File: src/rtl/my_pkg.sv
// Shared types and constants for the data-memory access stage.
// Control struct, state enum, funct3 encodings and the alignment-fault rule.
package my_pkg;

  typedef struct packed {
    logic       MemRead;
    logic       MemWrite;
    logic       RegWrite;
    logic [2:0] funct3;
  } MEM_ctrl;

  typedef enum logic [1:0] {
    IDLE = 2'd0,
    REQ  = 2'd1,
    WAIT = 2'd2,
    DONE = 2'd3
  } mem_state_t;

  localparam logic [2:0] LB  = 3'b000;
  localparam logic [2:0] LH  = 3'b001;
  localparam logic [2:0] LW  = 3'b010;
  localparam logic [2:0] LBU = 3'b100;
  localparam logic [2:0] LHU = 3'b101;
  localparam logic [2:0] SB  = 3'b000;
  localparam logic [2:0] SH  = 3'b001;
  localparam logic [2:0] SW  = 3'b010;

  // size is funct3[1:0]: 00 byte, 01 half, 10 word
  function automatic logic misaligned(input logic [1:0] size, input logic [1:0] lo);
    case (size)
      2'b01:   return lo[0];
      2'b10:   return lo != 2'b00;
      default: return 1'b0;
    endcase
  endfunction

endpackage

File: src/rtl/load_store_align.sv
// Byte-lane steering: store byte enables / replicated write data, and
// load lane selection with sign or zero extension.
module load_store_align
  import my_pkg::*;
(
  input  logic [2:0]  funct3,
  input  logic [1:0]  addr_lo,
  input  logic [31:0] store_data,
  input  logic [31:0] rdata,
  output logic [3:0]  be,
  output logic [31:0] wdata,
  output logic [31:0] load_data
);

  logic [15:0] lane;

  always_comb begin
    be        = 4'b1111;
    wdata     = store_data;
    lane      = 16'(rdata >> {addr_lo, 3'b000});
    load_data = rdata;

    case (funct3[1:0])
      2'b00: begin
        be    = 4'b0001 << addr_lo;
        wdata = {4{store_data[7:0]}};
      end
      2'b01: begin
        be    = 4'b0011 << addr_lo;
        wdata = {2{store_data[15:0]}};
      end
      default: ;
    endcase

    case (funct3)
      LB:      load_data = {{24{lane[7]}}, lane[7:0]};
      LH:      load_data = {{16{lane[15]}}, lane[15:0]};
      LBU:     load_data = {24'h0, lane[7:0]};
      LHU:     load_data = {16'h0, lane[15:0]};
      default: load_data = rdata;
    endcase
  end

endmodule

File: src/rtl/mem_access_unit.sv
// MEM pipeline stage: issues one data-memory request at a time, waits for
// grant / read return, and registers the result toward write-back.
module mem_access_unit
  import my_pkg::*;
(
  input  logic        CLK,
  input  logic        RST,
  input  logic        EN,
  input  logic        EX_valid,
  input  logic [31:0] EX_ALUResult,
  input  logic [31:0] EX_reg_data_2,
  input  MEM_ctrl     EX_in_MEM,
  input  logic [4:0]  EX_rd,
  output logic        DM_req,
  output logic        DM_we,
  output logic [31:0] DM_addr,
  output logic [3:0]  DM_be,
  output logic [31:0] DM_wdata,
  input  logic        DM_gnt,
  input  logic        DM_rvalid,
  input  logic [31:0] DM_rdata,
  output logic        MEM_valid,
  output logic [31:0] MEM_ALU_res,
  output logic [31:0] MEM_load_data,
  output logic [4:0]  MEM_rd,
  output logic        MEM_RegWrite,
  output logic        MEM_stall,
  output logic        MEM_misaligned
);

  mem_state_t state, state_nxt;

  logic [31:0] inf_addr, inf_sdata;
  logic [2:0]  inf_f3;
  logic [4:0]  inf_rd;
  logic        inf_we, inf_rw;

  logic [31:0] park_alu, park_ld;
  logic [4:0]  park_rd;
  logic        park_rw;

  logic        accept, is_mem, is_mis, go_mem;
  logic        cmp, cmp_rw;
  logic [31:0] cmp_ld;
  logic [3:0]  al_be;
  logic [31:0] al_wdata, al_ld;

  assign MEM_stall = (state != IDLE);
  assign accept    = EN & EX_valid & ~MEM_stall;
  assign is_mem    = EX_in_MEM.MemRead | EX_in_MEM.MemWrite;
  assign is_mis    = is_mem & misaligned(EX_in_MEM.funct3[1:0], EX_ALUResult[1:0]);
  assign go_mem    = accept & is_mem & ~is_mis;

  assign cmp_ld = inf_we ? '0 : al_ld;
  assign cmp_rw = ~inf_we & inf_rw;

  load_store_align u_align (
    .funct3     (inf_f3),
    .addr_lo    (inf_addr[1:0]),
    .store_data (inf_sdata),
    .rdata      (DM_rdata),
    .be         (al_be),
    .wdata      (al_wdata),
    .load_data  (al_ld)
  );

  always_ff @(posedge CLK) begin
    if (RST) state <= IDLE;
    else     state <= state_nxt;
  end

  // Request fields come only from the in-flight register, so they stay
  // stable for however long the grant takes.
  always_comb begin
    state_nxt = state;
    cmp       = 1'b0;
    DM_req    = 1'b0;
    DM_we     = 1'b0;
    DM_addr   = '0;
    DM_be     = '0;
    DM_wdata  = '0;
    case (state)
      IDLE: if (go_mem) state_nxt = REQ;
      REQ: begin
        DM_req   = 1'b1;
        DM_we    = inf_we;
        DM_addr  = {inf_addr[31:2], 2'b00};
        DM_be    = al_be;
        DM_wdata = al_wdata;
        if (DM_gnt) begin
          if (inf_we) begin
            cmp       = 1'b1;
            state_nxt = EN ? IDLE : DONE;
          end else begin
            state_nxt = WAIT;
          end
        end
      end
      WAIT: if (DM_rvalid) begin
        cmp       = 1'b1;
        state_nxt = EN ? IDLE : DONE;
      end
      DONE: if (EN) state_nxt = IDLE;
      default: state_nxt = IDLE;
    endcase
  end

  always_ff @(posedge CLK) begin
    if (RST) begin
      inf_addr  <= '0;
      inf_sdata <= '0;
      inf_f3    <= '0;
      inf_rd    <= '0;
      inf_we    <= 1'b0;
      inf_rw    <= 1'b0;
      park_alu  <= '0;
      park_ld   <= '0;
      park_rd   <= '0;
      park_rw   <= 1'b0;
    end else begin
      if (go_mem) begin
        inf_addr  <= EX_ALUResult;
        inf_sdata <= EX_reg_data_2;
        inf_f3    <= EX_in_MEM.funct3;
        inf_rd    <= EX_rd;
        inf_we    <= EX_in_MEM.MemWrite;
        inf_rw    <= EX_in_MEM.RegWrite;
      end
      if (cmp && !EN) begin
        park_alu <= inf_addr;
        park_ld  <= cmp_ld;
        park_rd  <= inf_rd;
        park_rw  <= cmp_rw;
      end
    end
  end

  // The fault flag clears every cycle regardless of EN so it stays a pulse.
  always_ff @(posedge CLK) begin
    if (RST) begin
      MEM_valid      <= 1'b0;
      MEM_ALU_res    <= '0;
      MEM_load_data  <= '0;
      MEM_rd         <= '0;
      MEM_RegWrite   <= 1'b0;
      MEM_misaligned <= 1'b0;
    end else begin
      MEM_misaligned <= 1'b0;
      if (EN) begin
        MEM_valid    <= 1'b0;
        MEM_RegWrite <= 1'b0;
        if (accept && !go_mem) begin
          MEM_valid      <= 1'b1;
          MEM_ALU_res    <= EX_ALUResult;
          MEM_load_data  <= '0;
          MEM_rd         <= EX_rd;
          MEM_RegWrite   <= ~is_mem & EX_in_MEM.RegWrite;
          MEM_misaligned <= is_mis;
        end else if (cmp) begin
          MEM_valid     <= 1'b1;
          MEM_ALU_res   <= inf_addr;
          MEM_load_data <= cmp_ld;
          MEM_rd        <= inf_rd;
          MEM_RegWrite  <= cmp_rw;
        end else if (state == DONE) begin
          MEM_valid     <= 1'b1;
          MEM_ALU_res   <= park_alu;
          MEM_load_data <= park_ld;
          MEM_rd        <= park_rd;
          MEM_RegWrite  <= park_rw;
        end
      end
    end
  end

endmodule

File: config.mk
export PLATFORM = sky130hd
export DESIGN_NAME = mem_access_unit
export DESIGN_NICKNAME = d
export VERILOG_FILES = /design/src/rtl/my_pkg.sv /design/src/rtl/load_store_align.sv /design/src/rtl/mem_access_unit.sv
export SDC_FILE = /design/constraint.sdc
export NUM_CORES = 1
export LEC_CHECK = 0
export ABC_AREA = 1
export BUFFER_PORTS_ARGS = -buffer_cell sky130_fd_sc_hd__buf_2
export CAP_MARGIN = 20
export CORE_MARGIN = 2
export CORE_UTILIZATION = 30
export DETAILED_ROUTE_END_ITERATION = 10
export GPL_TIMING_DRIVEN = 0
export PLACE_DENSITY_LB_ADDON = 0.12
export SKIP_LAST_GASP = 1
export SLEW_MARGIN = 10
export SYNTH_ARGS = -nofsm -noshare
export SYNTH_HDL_FRONTEND = slang
export SYNTH_SLANG_ARGS = --single-unit
export TNS_END_PERCENT = 30
File: constraint.sdc
create_clock -name CLK -period 4.9 [get_ports CLK]
set_clock_uncertainty 0.1 [all_clocks]
set_input_delay 0.98 -clock CLK [delete_from_list [all_inputs] [get_ports CLK]]
set_output_delay 0.98 -clock CLK [all_outputs]
set_load 0.02 [all_outputs]
Word-level counts from Yosys, hierarchy flattened
Index checks and enable logic that the tools add are counted.

Register bits: 218. Output and inout port bits: 143.

Eq/ne operators: 13. Shift-type cells: 3. Multiplexer cells: 36. Bitwise logic cells: 14. Reduce and logical (&&, ||, !) cells: 13.

Operator list (number): 32-bit 2-to-1 mux (9); 32-bit one-hot mux with 4 select lines (1); 32-bit one-hot mux with 2 select lines (1); 32-bit by 5-bit >> shifter with 16-bit output (1); 5-bit 2-to-1 mux (3); 2-bit 2-to-1 mux (6); 1-bit 2-to-1 mux (11); 2-bit inequality test (second input constant) (4); 2-bit one-hot mux with 4 select lines (1); 4-bit one-hot mux with 2 select lines (1); 1-bit AND (7); 2-bit by 1-bit equality test with 1-bit output (second input constant) (3); 2-bit equality test (second input constant) (3); 3-bit equality test (second input constant) (2); 1-bit NOT (6); 2-bit zero test (2); 4-bit 2-to-1 mux (1); 1-bit one-hot mux with 2 select lines (2); 4-bit AND reduction (1); 2-bit nonzero test (2); 1-bit by 2-bit << shifter with 4-bit output (first input constant) (1); 2-bit by 2-bit << shifter with 4-bit output (first input constant) (1); 3-bit by 1-bit equality test with 1-bit output (second input constant) (1); 3-bit zero test (1); 6 further kinds (8).

Longest topological paths before layout
Gate-level depths: netlist of the first run.

Depth in word-level cells: 9. Depth in mapped cells: 14.

Hierarchy
From an unflattened synthesis of the first run, not the netlist that was laid out.

Cells, all modules: 1796. Area total of the unflattened synthesis: 11482.3 µm².

Modules (own cells, without submodules): mem_access_unit (times used 1, cells an instance 1534, area an instance 10151.0 µm², seq. area each 4364.2 µm²); load_store_align (times used 1, cells an instance 262, area an instance 1331.3 µm², seq. area each 0.0 µm²).

Worst setup path after synthesis of the first run
No wires, ideal clock.

Path type: register -> output. From: register state[1]. To: output port DM_wdata[11]. Arrival time: 1.729 ns. Data required time: 3.820 ns. Slack: 2.091 ns. Cell stages (with the launch flop): 7. Path buffers: 2. Cells stage by stage: dfxtp_1 inv_1 ha_1 clkbuf_1 clkbuf_1 o21ai_0 a21oi_1.

Longest elaborated chain between the ends: 2.

RTL lines: start, declared (RTL line mem_access_unit.sv:31) `mem_state_t state, state_nxt;`; start signal, assigned (RTL line mem_access_unit.sv:69) `else state <= state_nxt;`; 2-bit by 1-bit equality test with 1-bit output (RTL line mem_access_unit.sv:82) `case (state)`; 32-bit 2-to-1 mux (RTL line mem_access_unit.sv:82); end, declared (RTL line mem_access_unit.sv:18) `output logic [31:0] DM_wdata,`.

No other way between the ends.

Final worst setup path of the first run
From: register state[1]. To: output port DM_wdata[12].

Same word-level chain as after synthesis.

==> results.toml, run 1 <==
[synth]
avgSynthCellArea_um2 = 6.378
ys_top_cells_by_area = "dfxtp_1 (42%), nand2_1 (17%), nor2_1 (10%)"
netlist.area_leader.share = 0.4183
synth_area_mm2 = 0.01043
synth_seq_cells = 218
synth_top_area_cell = "dfxtp_1"
synthCells = 1636
synth_warnings = 0
synth_cell_types = 28
ys_seq_area_frac = 0.4183

[critical_path]
worst_ep_arrival_time_ns = 2.76
max_stage_delay_ns = 0.51
path_delay_family = "buffers and inverters"
critPathCaptureType = "output port"
crit_path_top_delay_cell = "clkbuf_1"
path_cells = "inv_1 > ha_1 > clkbuf_1 > clkbuf_1 > o21ai_0 > a21oi_1 > buf_2"
crit_type = "flip-flop to output port"
cp.required_ns = 3.82
worst_path_most_repeated_cell = "clkbuf_1"
critical_path.max_fanout = 10
start_kind = "flip-flop"
cp_num_buf_inv = 4

[finish]
area_growth_pct = 25.96
nets = 2039
drive_above_1_share = 0.1818
stdcell_area_mm2 = 0.01314
final_util = 0.3824

[pwr]
seq_power_share = 0.377
ir_drop_mv = 0.2749
switching_share = 0.3509
switching_power_mw = 1.910
p_comb_frac = 0.263
power.internal_mw = 3.533
p_per_area_mw_per_mm2 = 414.1
power.clock.fraction = 0.360
p_leak_nw = 6.487

[clock_network]
numClockSinks = 218
postCtsSetupBuffers = 0
clock_latency_ns = 0.54
htree_levels = 1
cts_resized = 0
cts_buffer_depth = 3
cts_hold_buffers = 0
path_clk_slew_ns = 0.06
cts_tree = "yes"
cts_buffers = 27
cts_root_buffer = "clkbuf_16"

[global_route]
grt_pass1_wl_um = 62050
grtUsageTotal = 0.2203
grt_start_max_net_pins = 14
grt_pass1_vias = 11010
antenna_found_initial = 6
grt-ovfl-total = 0

[place]
port_buffers = 253
hpwlAfterDp_um = 30470
gp_congestion = 0.8969
place_area_mm2 = 0.01227

[routing]
wl_per_cell_um = 17.11
initialDrtViolationCount = 618
drc_errors = 0
firstDrtPassIters = 8
ant_nets = 0
via_per_inst = 4.772
vias = 11420
wl_um = 40960

[timing]
maxSlewViolCount = 0
setup_tns_ns = 0
tightest_slew_ns = 0.7571
relSlewSlack = 0.4953
setup_violations = 0
timing.final.crit_share = 0.7835
fin_crit_ns = 3.839
finalHoldViolCount = 0
max_freq_mhz = 260.5
rsz0062_at_grt = "no"
hold_slack_ns = 0.3587

[die]
row_count = 68
die_y_um = 190.5
start_util = 0.3035
ios = 256
coreArea_mm2 = 0.03437
die-area_mm2 = 0.03629
die_w_um = 190.5

[worst_hold_path]
hold_path.class = "flip-flop to flip-flop"

[flow_run]
cap_violations = 0

[outcome]
status = "finished, final reports clean"
cells in the mapped netlist (all sizes together):
cell / n
clkinv: 5
buf: 36
nand3b: 1
nor3: 3
dfxtp: 218
inv: 108
ha: 7
conb: 1
nor2: 280
clkbuf: 75
a21oi: 113
a211oi: 1
o22ai: 9
or2: 16
nand3: 113
o21ai: 175
nand2: 474
a31oi: 1
stage by stage:
stage               power (mW)  std cells  worst slack (ns)
floorplan                2.979       1637             2.091
global placement         3.514       2345             1.700
detailed placement       3.521       2345             1.662
CTS                      5.495       2391             1.090
global route             5.752       2394            0.9387
finish                   5.443       2394             1.061
flip-flops by register name, indices dropped and copies added (netlist names), 2 cells and up:
register and count:
inf_sdata 32, MEM_ALU_res 32, inf_addr 32, park_alu 32, MEM_load_data 32, state 2, MEM_rd 5, inf_f3 3
park_ld 32, park_rd 5, inf_rd 5
worst reg2reg max path, delay by kind of cell (launching register included):
family / cells / cell delay, ns
fa+ha+maj: 1 / 0.24
buf+inv: 3 / 0.99
flops: 1 / 0.33
simple gates: 6 / 1.03
layout make-up:
class / instances / area [um^2]
fill: 3882 / 21230
multi-input combinational: 1195 / 5155
sequential: 218 / 4364
timing repair buffer: 253 / 1266
clock buffer: 41 / 808.3
tap: 455 / 569.3
buffer: 111 / 494.2
inverter: 113 / 424.2
clock inverter: 5 / 53.80
antenna: 3 / 7.507
per-layer routing:
layer  GRT usage  vias up  wire [um]
li1            -     5732          -
met4     0.06142        6       1100
met5           0        -         41
met1      0.2852     5291      18240
met3     0.03809       67       2484
met2      0.3758      327      19100
power by group through the flow:
stage | clock, mW | combinational [mW] | sequential (mW)
4_1_cts | 2.00 | 1.44 | 2.05
5_1_grt | 2.09 | 1.59 | 2.07
6_report | 1.96 | 1.43 | 2.05
2_1_floorplan | 0 | 0.874 | 2.10
3_3_place_gp | 0 | 1.43 | 2.09
3_5_place_dp | 0 | 1.43 | 2.09
cell usage in the layout, fill, tap and decap left out, drive strengths merged:
cell / n
nand2: 474
buf: 289
nor2: 280
dfxtp: 218
o21ai: 175
clkbuf: 116
a21oi: 113
nand3: 113
inv: 109
or2: 16
o22ai: 9
clkinv: 8
ha: 7
diode: 3
nor3: 3
conb: 2
nand3b: 1
a211oi: 1
a31oi: 1
bufinv: 1
kinds of logic (layout without fill, tap and decap cells):
kind of cell / count (synthesis) / in the layout / synth area share
and+or+nand+nor: 887 / 887 / 0.3401
AOI/OAI and AO/OA: 299 / 299 / 0.1449
buffers and inverters: 224 / 523 / 0.08802
DFF: 218 / 218 / 0.4183
adders and majority gates: 7 / 7 / 0.008394
other: 1 / 5 / 0.0003594
worst paths after layout:
| kind | startpoint | to | slack [ns] | cells after the start |
|---|---|---|---|---|
| hold reg to reg | MEM_load_data[16]$_SDFFE_PP0P_ | MEM_load_data[16]$_SDFFE_PP0P_ | 0.36 | 2 |
| hold / removal | MEM_load_data[16]$_SDFFE_PP0P_ | MEM_load_data[16]$_SDFFE_PP0P_ | 0.36 | 2 |
| setup reg to reg | state[1]$_SDFFE_PP0P_ | park_alu[29]$_SDFFE_PP0P_ | 2.11 | 10 |
| setup / recovery | state[1]$_SDFFE_PP0P_ | DM_wdata[12] | 1.06 | 7 |
Power figures use the tool's default switching activity.
==> run 2, diff against run 1 <==
clock period = 3.7 ns   (was 4.9 ns; I/O delays follow)
==> results.toml, run 2 (synthesis results as in run 1) <==
[outcome]
status = "finished, final reports clean"

[finish]
stdcell_area_mm2 = 0.01314
final_common_cell = "nand2_1"
fill_cells = 3881
register_area_mm2 = 0.004364
multiInputGateArea_mm2 = 0.005155
final_util = 0.3824
drive_above_1_share = 0.1823
final_cell_mix = "nand2_1 (469), nor2_1 (277), buf_2 (273)"
area_growth_pct = 25.97
nets = 2039
fin_cells = 2394

[critical_path]
critPathCaptureType = "output port"
critical_path.max_fanout = 10
reg2reg_depth = 10
start_kind = "flip-flop"
rrSetupSlack_ns = 0.92
rr_startpoint = "state[1]$_SDFFE_PP0P_"
worst_ep_arrival_time_ns = 2.57
cp.required_ns = 2.86
crit_type = "flip-flop to output port"
cp-startpoint = "inf_f3[1]$_SDFFE_PP0P_"

[global_route]
grt_start_max_net_pins = 14
grt_pass1_vias = 11010
grt_pass1_wl_um = 62050
grtUsageTotal = 0.2203
antenna_found_initial = 6
grt-ovfl-total = 0

[routing]
drc_errors = 0
initialDrtViolationCount = 619
vias = 11380
wl_per_cell_um = 17.11
firstDrtPassIters = 8
via_per_inst = 4.755
ant_nets = 0
wl_um = 40970

[timing]
fin_crit_ns = 3.412
maxSlewViolCount = 0
hold_slack_ns = 0.3534
finalHoldViolCount = 0
rsz0062_at_grt = "no"
relSlewSlack = 0.5022
setup_violations = 0
setup_ws_ns = 0.2882
tightest_slew_ns = 0.7467
max_freq_mhz = 293.1
setup_tns_ns = 0
timing.final.crit_share = 0.9221

[clock_network]
clock_latency_ns = 0.54
cts_root_buffer = "clkbuf_16"
cts_tree = "yes"
postCtsSetupBuffers = 0
cts_resized = 0
cts_buffer_depth = 3
cts_hold_buffers = 0
htree_levels = 1
numClockSinks = 218
path_clk_slew_ns = 0.06
cts_buffers = 27

[place]
port_buffers = 253
pre_cts_slack_ns = 0.7023
dpl.cell_count = 2345
hpwlAfterDp_um = 30470
gp_congestion = 0.8969
place_area_mm2 = 0.01227

[die]
start_util = 0.3035
ios = 256
coreArea_mm2 = 0.03437
die_w_um = 190.5
row_count = 68
die_y_um = 190.5
die-area_mm2 = 0.03629

[pwr]
p_per_area_mw_per_mm2 = 548.6
ir_drop_mv = 0.3638
p_leak_nw = 6.490
total_power_mw = 7.211

[flow_run]
cap_violations = 0

[worst_hold_path]
hp-start = "EX_ALUResult[23]"
holdPathStages = 3
hold_path.class = "primary input to flip-flop"
-- run 2: cell counts in the layout (fill, tap and decap cells not counted) --
Identical to the previous run, type by type.
-- run 2: layout make-up --
class	count	area share
Clock buffer	41	0.06149
Antenna cell	3	0.0005712
Multi-Input combinational cell	1195	0.3922
Sequential cell	218	0.3320
Clock inverter	5	0.004093
Timing Repair Buffer	253	0.09633
Inverter	113	0.03227
Tap cell	455	0.04331
Buffer	111	0.03770
-- run 2: where the power goes --
| part | switching, mW | internal (mW) | leakage (nW) |
|---|---|---|---|
| combinational | 1.34 | 0.556 | 4.29 |
| clock | 1.04 | 1.56 | 0.428 |
| sequential | 0.152 | 2.57 | 1.77 |
-- run 2: routing by layer --
layer	track usage	vias up	wire length [um]
li1	-	5732	-
met1	0.2852	5258	18330
met2	0.3758	321	19050
met3	0.03809	67	2443
met4	0.06142	6	1100
met5	0	-	41
-- run 2: worst max-delay path: stages (launching register included) --
cell,delay [ns]
dfxtp_1,0.32
clkinv_1,0.17
clkbuf_1,0.50
buf_1,0.49
nor2_1,0.15
nor3_1,0.18
buf_2,0.21
-- run 2: path summary, 6_finish.rpt --
kind / endpoint
hold reg to reg: MEM_load_data[16]$_SDFFE_PP0P_
hold / removal: MEM_ALU_res[23]$_SDFFE_PP0P_
setup reg to reg: park_alu[29]$_SDFFE_PP0P_
setup / recovery: DM_wdata[31]
